[config.mk]
export PLATFORM = sky130hd
export DESIGN_NAME = l2_port_arbiter_flat
export DESIGN_NICKNAME = d
export VERILOG_FILES = /design/src/rtl/l2_port_arbiter_if.sv /design/src/rtl/l2_port_arbiter.sv /design/src/flat_wrapper.sv
export SDC_FILE = /design/constraint.sdc
export NUM_CORES = 1
export LEC_CHECK = 0
export BUFFER_PORTS_ARGS = -buffer_cell sky130_fd_sc_hd__buf_2
export CAP_MARGIN = 20
export CORE_AREA = 5 5 330 332
export DETAILED_ROUTE_END_ITERATION = 8
export DIE_AREA = 0 0 335 337
export GPL_ROUTABILITY_DRIVEN = 1
export PLACE_DENSITY = 0.3
export SLEW_MARGIN = 10
export SYNTH_ARGS = -nofsm -noshare
export SYNTH_HDL_FRONTEND = slang
export SYNTH_SLANG_ARGS = --single-unit
[constraint.sdc]
create_clock -name clk -period 2.21 [get_ports clk]
set_clock_uncertainty 0.05 [all_clocks]
set_input_delay 0.221 -clock clk [delete_from_list [all_inputs] [get_ports clk]]
set_output_delay 0.221 -clock clk [all_outputs]
set_load 0.01 [all_outputs]
[src/rtl/l2_port_arbiter_if.sv]
// Bundle of the I-cache, D-cache and shared L2 port signals.
// slave: arbiter view; master: L1/L2 environment view.
interface l2_port_arbiter_if #(
    parameter int ADDR_W = 28,
    parameter int LINE_W = 128
);
    logic              i_read;
    logic              i_write;
    logic [ADDR_W-1:0] i_addr;
    logic [LINE_W-1:0] i_wdata;
    logic [LINE_W-1:0] i_rdata;
    logic              i_ready;

    logic              d_read;
    logic              d_write;
    logic [ADDR_W-1:0] d_addr;
    logic [LINE_W-1:0] d_wdata;
    logic [LINE_W-1:0] d_rdata;
    logic              d_ready;

    logic              mem_read;
    logic              mem_write;
    logic [ADDR_W-1:0] mem_addr;
    logic [LINE_W-1:0] mem_wdata;
    logic [LINE_W-1:0] mem_rdata;
    logic              mem_ready;

    modport slave (
        input  i_read, i_write, i_addr, i_wdata,
        output i_rdata, i_ready,
        input  d_read, d_write, d_addr, d_wdata,
        output d_rdata, d_ready,
        output mem_read, mem_write, mem_addr, mem_wdata,
        input  mem_rdata, mem_ready
    );

    modport master (
        output i_read, i_write, i_addr, i_wdata,
        input  i_rdata, i_ready,
        output d_read, d_write, d_addr, d_wdata,
        input  d_rdata, d_ready,
        input  mem_read, mem_write, mem_addr, mem_wdata,
        output mem_rdata, mem_ready
    );
endinterface

[src/rtl/l2_port_arbiter.sv]
// Two-way L1 I/D arbiter for a shared 128-bit L2 line port.
// L2_ARB_ROUND_ROBIN_EN: round-robin instead of D-priority + starve guard.
module l2_port_arbiter #(
    parameter int ADDR_W       = 28,
    parameter int LINE_W       = 128,
    parameter int STARVE_LIMIT = 4
) (
    input logic               clk,
    input logic               rst_n,
    l2_port_arbiter_if.slave  bus
);
    typedef enum logic [1:0] {
        IDLE,
        BUSY_I,
        BUSY_D,
        DRAIN
    } state_e;

    state_e            state_q, state_d;
    logic              mem_read_q, mem_read_d;
    logic              mem_write_q, mem_write_d;
    logic [ADDR_W-1:0] mem_addr_q, mem_addr_d;
    logic [LINE_W-1:0] mem_wdata_q, mem_wdata_d;

`ifdef L2_ARB_ROUND_ROBIN_EN
    logic last_d_q, last_d_d;
`else
    localparam logic [3:0] LIMIT = 4'(STARVE_LIMIT);
    logic [3:0] starve_q, starve_d;
`endif

    logic req_i, req_d;
    logic pick_i;
    logic grant_i, grant_d;
    logic idle;

    assign req_i = bus.i_read | bus.i_write;
    assign req_d = bus.d_read | bus.d_write;
    assign idle  = (state_q == IDLE);

    // Tie-break used only when both sides request together.
`ifdef L2_ARB_ROUND_ROBIN_EN
    assign pick_i = last_d_q;
`else
    assign pick_i = (starve_q == LIMIT);
`endif

    assign grant_i = idle & req_i & (~req_d | pick_i);
    assign grant_d = idle & req_d & (~req_i | ~pick_i);

    always_comb begin
        state_d     = state_q;
        mem_read_d  = mem_read_q;
        mem_write_d = mem_write_q;
        mem_addr_d  = mem_addr_q;
        mem_wdata_d = mem_wdata_q;
`ifdef L2_ARB_ROUND_ROBIN_EN
        last_d_d    = last_d_q;
`else
        starve_d    = starve_q;
`endif
        unique case (state_q)
            IDLE: begin
                if (grant_i) begin
                    state_d     = BUSY_I;
                    mem_addr_d  = bus.i_addr;
                    mem_wdata_d = bus.i_wdata;
                    mem_write_d = bus.i_write;
                    mem_read_d  = bus.i_read & ~bus.i_write;
`ifdef L2_ARB_ROUND_ROBIN_EN
                    last_d_d    = 1'b0;
`else
                    starve_d    = '0;
`endif
                end else if (grant_d) begin
                    state_d     = BUSY_D;
                    mem_addr_d  = bus.d_addr;
                    mem_wdata_d = bus.d_wdata;
                    mem_write_d = bus.d_write;
                    mem_read_d  = bus.d_read & ~bus.d_write;
`ifdef L2_ARB_ROUND_ROBIN_EN
                    last_d_d    = 1'b1;
`else
                    if (!req_i)
                        starve_d = '0;
                    else if (starve_q != LIMIT)
                        starve_d = starve_q + 4'd1;
`endif
                end
            end
            BUSY_I, BUSY_D: begin
                if (bus.mem_ready) begin
                    state_d     = DRAIN;
                    mem_read_d  = 1'b0;
                    mem_write_d = 1'b0;
                end
            end
            DRAIN: begin
                state_d = IDLE;
            end
        endcase
    end

    always_ff @(posedge clk) begin
        if (!rst_n) begin
            state_q     <= IDLE;
            mem_read_q  <= 1'b0;
            mem_write_q <= 1'b0;
            mem_addr_q  <= '0;
            mem_wdata_q <= '0;
`ifdef L2_ARB_ROUND_ROBIN_EN
            last_d_q    <= 1'b1;
`else
            starve_q    <= '0;
`endif
        end else begin
            state_q     <= state_d;
            mem_read_q  <= mem_read_d;
            mem_write_q <= mem_write_d;
            mem_addr_q  <= mem_addr_d;
            mem_wdata_q <= mem_wdata_d;
`ifdef L2_ARB_ROUND_ROBIN_EN
            last_d_q    <= last_d_d;
`else
            starve_q    <= starve_d;
`endif
        end
    end

    assign bus.mem_read  = mem_read_q;
    assign bus.mem_write = mem_write_q;
    assign bus.mem_addr  = mem_addr_q;
    assign bus.mem_wdata = mem_wdata_q;

    // Data is broadcast; only the owner's ready qualifies it.
    assign bus.i_rdata = bus.mem_rdata;
    assign bus.d_rdata = bus.mem_rdata;
    assign bus.i_ready = bus.mem_ready & (state_q == BUSY_I);
    assign bus.d_ready = bus.mem_ready & (state_q == BUSY_D);

    a_ready_excl : assert property (
        @(posedge clk) disable iff (!rst_n)
        !(bus.i_ready && bus.d_ready)
    );

    a_cmd_stable : assert property (
        @(posedge clk) disable iff (!rst_n)
        (state_q inside {BUSY_I, BUSY_D}) && !bus.mem_ready
        |=> $stable(mem_addr_q) && $stable(mem_wdata_q)
    );
endmodule

[src/flat_wrapper.sv]
// flat-port wrapper written by rule: the top's interface ports become plain ports
module l2_port_arbiter_flat 
#(
    parameter int ADDR_W       = 28,
    parameter int LINE_W       = 128,
    parameter int STARVE_LIMIT = 4
)
  (clk, rst_n, bus_i_read, bus_i_write, bus_i_addr, bus_i_wdata, bus_i_rdata, bus_i_ready, bus_d_read, bus_d_write, bus_d_addr, bus_d_wdata, bus_d_rdata, bus_d_ready, bus_mem_read, bus_mem_write, bus_mem_addr, bus_mem_wdata, bus_mem_rdata, bus_mem_ready);
  l2_port_arbiter_if #(.ADDR_W(ADDR_W), .LINE_W(LINE_W)) bus_i ();
  input logic clk;
  input logic rst_n;
  input wire logic [$bits(bus_i.i_read)-1:0] bus_i_read;
  input wire logic [$bits(bus_i.i_write)-1:0] bus_i_write;
  input wire logic [$bits(bus_i.i_addr)-1:0] bus_i_addr;
  input wire logic [$bits(bus_i.i_wdata)-1:0] bus_i_wdata;
  output wire logic [$bits(bus_i.i_rdata)-1:0] bus_i_rdata;
  output wire logic [$bits(bus_i.i_ready)-1:0] bus_i_ready;
  input wire logic [$bits(bus_i.d_read)-1:0] bus_d_read;
  input wire logic [$bits(bus_i.d_write)-1:0] bus_d_write;
  input wire logic [$bits(bus_i.d_addr)-1:0] bus_d_addr;
  input wire logic [$bits(bus_i.d_wdata)-1:0] bus_d_wdata;
  output wire logic [$bits(bus_i.d_rdata)-1:0] bus_d_rdata;
  output wire logic [$bits(bus_i.d_ready)-1:0] bus_d_ready;
  output wire logic [$bits(bus_i.mem_read)-1:0] bus_mem_read;
  output wire logic [$bits(bus_i.mem_write)-1:0] bus_mem_write;
  output wire logic [$bits(bus_i.mem_addr)-1:0] bus_mem_addr;
  output wire logic [$bits(bus_i.mem_wdata)-1:0] bus_mem_wdata;
  input wire logic [$bits(bus_i.mem_rdata)-1:0] bus_mem_rdata;
  input wire logic [$bits(bus_i.mem_ready)-1:0] bus_mem_ready;
  assign bus_i.i_read = bus_i_read;
  assign bus_i.i_write = bus_i_write;
  assign bus_i.i_addr = bus_i_addr;
  assign bus_i.i_wdata = bus_i_wdata;
  assign bus_i_rdata = bus_i.i_rdata;
  assign bus_i_ready = bus_i.i_ready;
  assign bus_i.d_read = bus_d_read;
  assign bus_i.d_write = bus_d_write;
  assign bus_i.d_addr = bus_d_addr;
  assign bus_i.d_wdata = bus_d_wdata;
  assign bus_d_rdata = bus_i.d_rdata;
  assign bus_d_ready = bus_i.d_ready;
  assign bus_mem_read = bus_i.mem_read;
  assign bus_mem_write = bus_i.mem_write;
  assign bus_mem_addr = bus_i.mem_addr;
  assign bus_mem_wdata = bus_i.mem_wdata;
  assign bus_i.mem_rdata = bus_mem_rdata;
  assign bus_i.mem_ready = bus_mem_ready;
  l2_port_arbiter #(.ADDR_W(ADDR_W), .LINE_W(LINE_W), .STARVE_LIMIT(STARVE_LIMIT)) u_core (.clk(clk), .rst_n(rst_n), .bus(bus_i));
endmodule
# [Yosys cells after proc, flatten, opt, wreduce, memory -nomap -nowiden]
# Cells that the tools add are included.
[totals] ff_bits=164 wordCells=59 input_bits=447 out_inout_bits=416
[op_classes] addsub=1 eq_ne=8 reduce_logical=8 bitwise_logic=17 n_mux=19
[op_table] op="2-to-1 mux 128 bit" n=2
[op_table] op="2-to-1 mux 28 bit" n=2
[op_table] op="2-to-1 mux 4 bit" n=4
[op_table] op="AND 1 bit" n=8
[op_table] op="2-to-1 mux 2 bit" n=3
[op_table] op="one-hot mux 2 bit (3 select lines)" n=1
[op_table] op="AND reduction 3 bit" n=2
[op_table] op="2-to-1 mux 1 bit" n=5
[op_table] op="NOT 1 bit" n=5
[op_table] op="adder 4 x 1 -> 4 bit (second input constant)" n=1
[op_table] op="== test 2 bit (second input constant)" n=2
[op_table] op="== test 4 x 3 -> 1 bit (second input constant)" n=1
[op_table] op="inequality test 4 x 3 -> 1 bit (second input constant)" n=1
[op_table] op="bitwise OR 1 bit" n=4
[op_table] op="one-hot mux 1 bit (2 select lines)" n=2
[op_table] op="AND reduction 2 bit" n=2
[op_table] op="nonzero test 2 bit" n=2
[op_table] op="inequality test 3 x 1 -> 1 bit (second input constant)" n=1
[op_table] op="inequality test 3 bit (second input constant)" n=1
[op_table] op="== test 2 x 1 -> 1 bit (second input constant)" n=1
[op_table] op="zero test 2 bit" n=1
[op_table] op="inequality test 2 bit (second input constant)" n=1
[op_table] op="OR reduction 2 bit" n=1

# [Longest topological paths before layout]
[logic_depth] ltp_word=7 depth_mapped=9 ltp_nobuf=6

# [Worst setup path after synthesis]
# Ideal clock, no wire load.
[synth_timing] path_kind="register to register" startpoint="register u_core.state_q[0]" endpoint="register u_core.mem_wdata_q[64] (netlist: u_core.bus.mem_wdata[64])" setup_ps=125 arrival_time_ps=1597 stages_incl_launch_ff=10 required_ps=2035 n_path_buf=3 synth_period_minus_slack_ps=1773 setup_slack_ps=437 cell_sequence="dfxtp_1 > inv_1 > ha_1 > buf_2 > o21ai_1 > a21oi_2 > buf_4 > buf_2 > o31ai_1 > a31oi_1"
[synth_via] elab_chain_len=5 word_cells_on_any_way=8 classes_between="mux: 1; bitwise: 4; reduce/logical: 3"
[synth_rtl] element="from (decl)" line="l2_port_arbiter.sv:19" text="state_e state_q, state_d;"
[synth_rtl] element="from (signal assigned)" line="l2_port_arbiter.sv:117" text="state_q <= state_d;"
[synth_rtl] element="zero test 2 bit (*)" line="l2_port_arbiter.sv:39, l2_port_arbiter.sv:62"
[synth_rtl] element="AND 1 bit (on tied branches) (2 in series)" line="l2_port_arbiter.sv:49, l2_port_arbiter.sv:48"
[synth_rtl] element="nonzero test 2 bit (no source line)"
[synth_rtl] element="AND reduction 2 bit (no source line)"
[synth_rtl] element="to (signal assigned)" line="l2_port_arbiter.sv:121" text="mem_wdata_q <= mem_wdata_d;"
[synth_rtl] element="to (decl)" line="l2_port_arbiter.sv:23" text="logic [LINE_W-1:0] mem_wdata_q, mem_wdata_d;"
# Mark *: on every way between the ends. The rest lies on a longest branch, timed or not.
# A chain may end at the register's enable or synchronous reset.

# [Worst setup path in the final report]
[layout_timing] startpoint="register u_core.starve_q[1]" endpoint="register u_core.mem_wdata_q[40] (netlist: u_core.bus.mem_wdata[40])"
[layout_via] elab_chain_len=6 word_cells_on_any_way=9 classes_between="eq/ne: 1; mux: 1; bitwise: 5; reduce/logical: 2"
[layout_rtl] element="from (decl)" line="l2_port_arbiter.sv:29" text="logic [3:0] starve_q, starve_d;"
[layout_rtl] element="from (signal assigned)" line="l2_port_arbiter.sv:125" text="starve_q <= starve_d;"
[layout_rtl] element="== test 4 x 3 -> 1 bit (*)" line="l2_port_arbiter.sv:45" text="assign pick_i = (starve_q == LIMIT);"
[layout_rtl] element="NOT 1 bit" line="l2_port_arbiter.sv:49" text="assign grant_d = idle & req_d & (~req_i | ~pick_i);"
[layout_rtl] element="bitwise OR 1 bit" line="l2_port_arbiter.sv:49"
[layout_rtl] element="AND 1 bit" line="l2_port_arbiter.sv:49"
[layout_rtl] element="nonzero test 2 bit (no source line)"
[layout_rtl] element="AND reduction 2 bit (no source line)"
# Marks and branches as above.

==> results.sh <==
export IMPL_placedCellCount=2818
export IMPL_critical_path_max_stage_delay_ns=0.39
export IMPL_io_pins=863
export IMPL_grt_pass1_wl_um=70750
export IMPL_clk_latency_ns=0.48
export IMPL_gp_congestion=0.7856
export IMPL_initial_core_util_pct=9.078
export IMPL_placed_area_um2=12090
export IMPL_wl_um=50650
export IMPL_power_mw=16.73
export IMPL_wl_per_cell_um=16.00
export IMPL_fin_crit_sh_pct=93.17
export IMPL_grt_total_usage_pct=8.403
export IMPL_clock_sinks=164
export IMPL_grt_setup_unrepaired="no"
export IMPL_rows=120
export IMPL_synth_top_area_share_pct=34.12
export IMPL_initialDrtViolationCount=417
export IMPL_cts_buffers_inserted=17
export IMPL_criticalPathCategory="reg -> reg"
export IMPL_synth_ff_type="dfxtp_1"
export IMPL_cp_cell_sequence="inv_1, ha_1, and3b_2, a21oi_4, buf_4, buf_12, buf_12, o31ai_1, a31oi_1"
export IMPL_worstSetupStartpointType="flop"
export IMPL_grt_ovfl_total=0
export IMPL_synth_top_family_by_area="buffers and inverters"
export IMPL_cts_tree="done"
export IMPL_path_clk_slew_ns=0.08
export IMPL_peakVddDrop_mv=0.5631
export IMPL_yosysSeqAreaShare_pct=34.12
export IMPL_setup_viol=0
export IMPL_dp_slack_ns=0.1511
export IMPL_yosysTopAreaCell="dfxtp_1"
export IMPL_tightest_slew_ns=0.4899
export IMPL_yosys_warnings=0
export IMPL_worstPathArrival_ns=2.43
export IMPL_synthAdderAreaFrac_pct=0.9102
export IMPL_p_per_area_nw_per_um2=1057
export IMPL_synth_area_mux_share_pct=0.3121
export IMPL_syn_area_um2=9623
export IMPL_nNetsFinal=2201
export IMPL_crit_required_ns=2.58
export IMPL_postSynthCellCount=1228
export IMPL_route_detailed_drc=0
export IMPL_synth_compound_area_share_pct=24.26
export IMPL_synthXorXnorAreaFrac_pct=0
export IMPL_whs_ns=0.05157
export IMPL_max_slew_margin_pct=67.34
export IMPL_numPortBuffers=478
export IMPL_die_area_um2=112900
export IMPL_drv_cap=0
export IMPL_path_buf_inv=4
export IMPL_synth_edff_count=0
export IMPL_clock_path_buffers=2
export IMPL_design_area_um2=15830
export IMPL_viasPerCell=3.366
export IMPL_vias=10660
export IMPL_synth_seq_cells=164
export IMPL_antenna_found_initial=4
export IMPL_syn_num_nets=1682
export IMPL_drive_gt1_share_pct=33.98
export IMPL_setup_ws_ns=0.1509
export IMPL_power_leakage_nw=6.882
export IMPL_grt_pass1_vias=10970
export IMPL_grt_start_max_net_pins=76
export IMPL_async_flop_share_pct=0
export IMPL_crit_slowest_cell="dfxtp_1"
export IMPL_drv_slew=0
export IMPL_clock_root_buffer="clkbuf_16"
export IMPL_fin_cells=3166
export IMPL_timing_fmax_mhz=485.6
export IMPL_avgSynthCellArea_um2=7.836
export IMPL_outcome="finished, final reports clean"
export IMPL_tns_ns=0
export IMPL_h_tree_depth=4
export IMPL_path_delay_family="buffers and inverters"
export IMPL_coreArea_um2=106000
export IMPL_die_h_um=337
export IMPL_worst_path_max_fanout=22
export IMPL_synth_simple_area_share_pct=14.15
export IMPL_dp_hpwl_um=38050
export IMPL_endpoint_kind="flop"
export IMPL_yosysMostFrequentCell="nand2_1"
export IMPL_syn2layout_area_growth_pct=64.54
export IMPL_synth_area_leaders="dfxtp_1 34%, buf_4 20%, nand2_1 13%"
export IMPL_fin_crit_ns=2.059
export IMPL_die_width_um=335
export IMPL_critical_path_most_common_cell="buf_12"
export IMPL_yosysUniqueCellTypes=39
export IMPL_utilization_pct=14.94
export IMPL_final_antenna_net_count=0
export IMPL_hold_viol=0
export IMPL_hold_class="in -> reg"
export IMPL_drt_first_pass_iters=5
export IMPL_ys_top_cells_by_count="323 x nand2_1, 260 x buf_4, 164 x dfxtp_1, 159 x a31oi_1, 156 x o31ai_1"
==> tightest hold or removal path, stage by stage <==
cell and delay (ns):
buf_2 0.10, nand2_1 0.13, a31oi_1 0.10
==> placed cells by master, fill, tap and decap left out, types with 5 or more instances in the layout <==
master	netlist	layout
o31ai_1	156	156
dfxtp_1	164	163
inv_6	0	5
buf_4	260	55
clkbuf_16	0	18
buf_12	0	20
a31oi_1	159	159
nand2_1	323	323
dlygate4sd3_1	0	310
inv_1	7	7
ha_1	7	7
buf_2	48	477
==> path summary, 6_finish.rpt <==
| path | end | cells after the start | startpoint | slack [ns] |
|---|---|---|---|---|
| worst max-delay path | u_core.bus.mem_wdata[40]$_SDFFE_PN0P_ | 9 | u_core.starve_q[1]$_SDFFE_PN0P_ | 0.15 |
| worst min-delay path | u_core.bus.mem_wdata[49]$_SDFFE_PN0P_ | 3 | bus_d_wdata[49] | 0.05 |
| worst max register to register | u_core.bus.mem_wdata[40]$_SDFFE_PN0P_ | 9 | u_core.starve_q[1]$_SDFFE_PN0P_ | 0.15 |
| worst min register to register | u_core.bus.mem_read$_SDFFE_PN0P_ | 2 | u_core.bus.mem_read$_SDFFE_PN0P_ | 0.43 |
==> sequential cells by signal, indices dropped and copies added (netlist names) <==
register / count
u_core.bus.mem_wdata: 128
u_core.bus.mem_addr: 28
u_core.starve_q: 4
u_core.state_q: 2
u_core.bus.mem_read: 1
u_core.bus.mem_write: 1
==> report_power, final <==
| part | switching [mW] | total, mW | leakage [nW] | internal [mW] |
|---|---|---|---|---|
| clock | 1.56 | 3.13 | 0.273 | 1.57 |
| sequential | 0.775 | 5.07 | 1.37 | 4.29 |
| combinational | 5.07 | 8.53 | 5.24 | 3.46 |
==> logic make-up after synthesis <==
logic type	Yosys count
AOI/OAI and AO/OA	339
adders and majority gates	7
buffers and inverters	371
and+or+nand+nor	344
DFF	164
muxes	3
==> what timing repair did <==
action,4_1_cts,5_1_grt
setup buffers,0,2
setup endpoints to repair,0,15
gates resized for setup,0,4
endpoints found under the hold margin,157,0
hold buffers,310,0
==> cell type report <==
type	instances	area, µm²
Antenna cell	3	7.507
Clock buffer	17	425.4
Inverter	7	26.28
Fill cell	12210	90170
Multi-Input combinational cell	693	3851
Tap cell	1403	1755
Clock inverter	15	143.9
Sequential cell	164	3284
Timing Repair Buffer	864	6340
==> metal layers <==
| metal | global-route usage [%] | vias up | wire (µm) |
|---|---|---|---|
| met5 | 0 | - | 0 |
| met4 | 3.625 | 0 | 1636 |
| met3 | 3.311 | 131 | 4322 |
| met2 | 14.15 | 498 | 24240 |
| met1 | 9.448 | 4922 | 20460 |
| li1 | - | 5107 | - |
No activity file was read; power rests on OpenSTA's default activity.
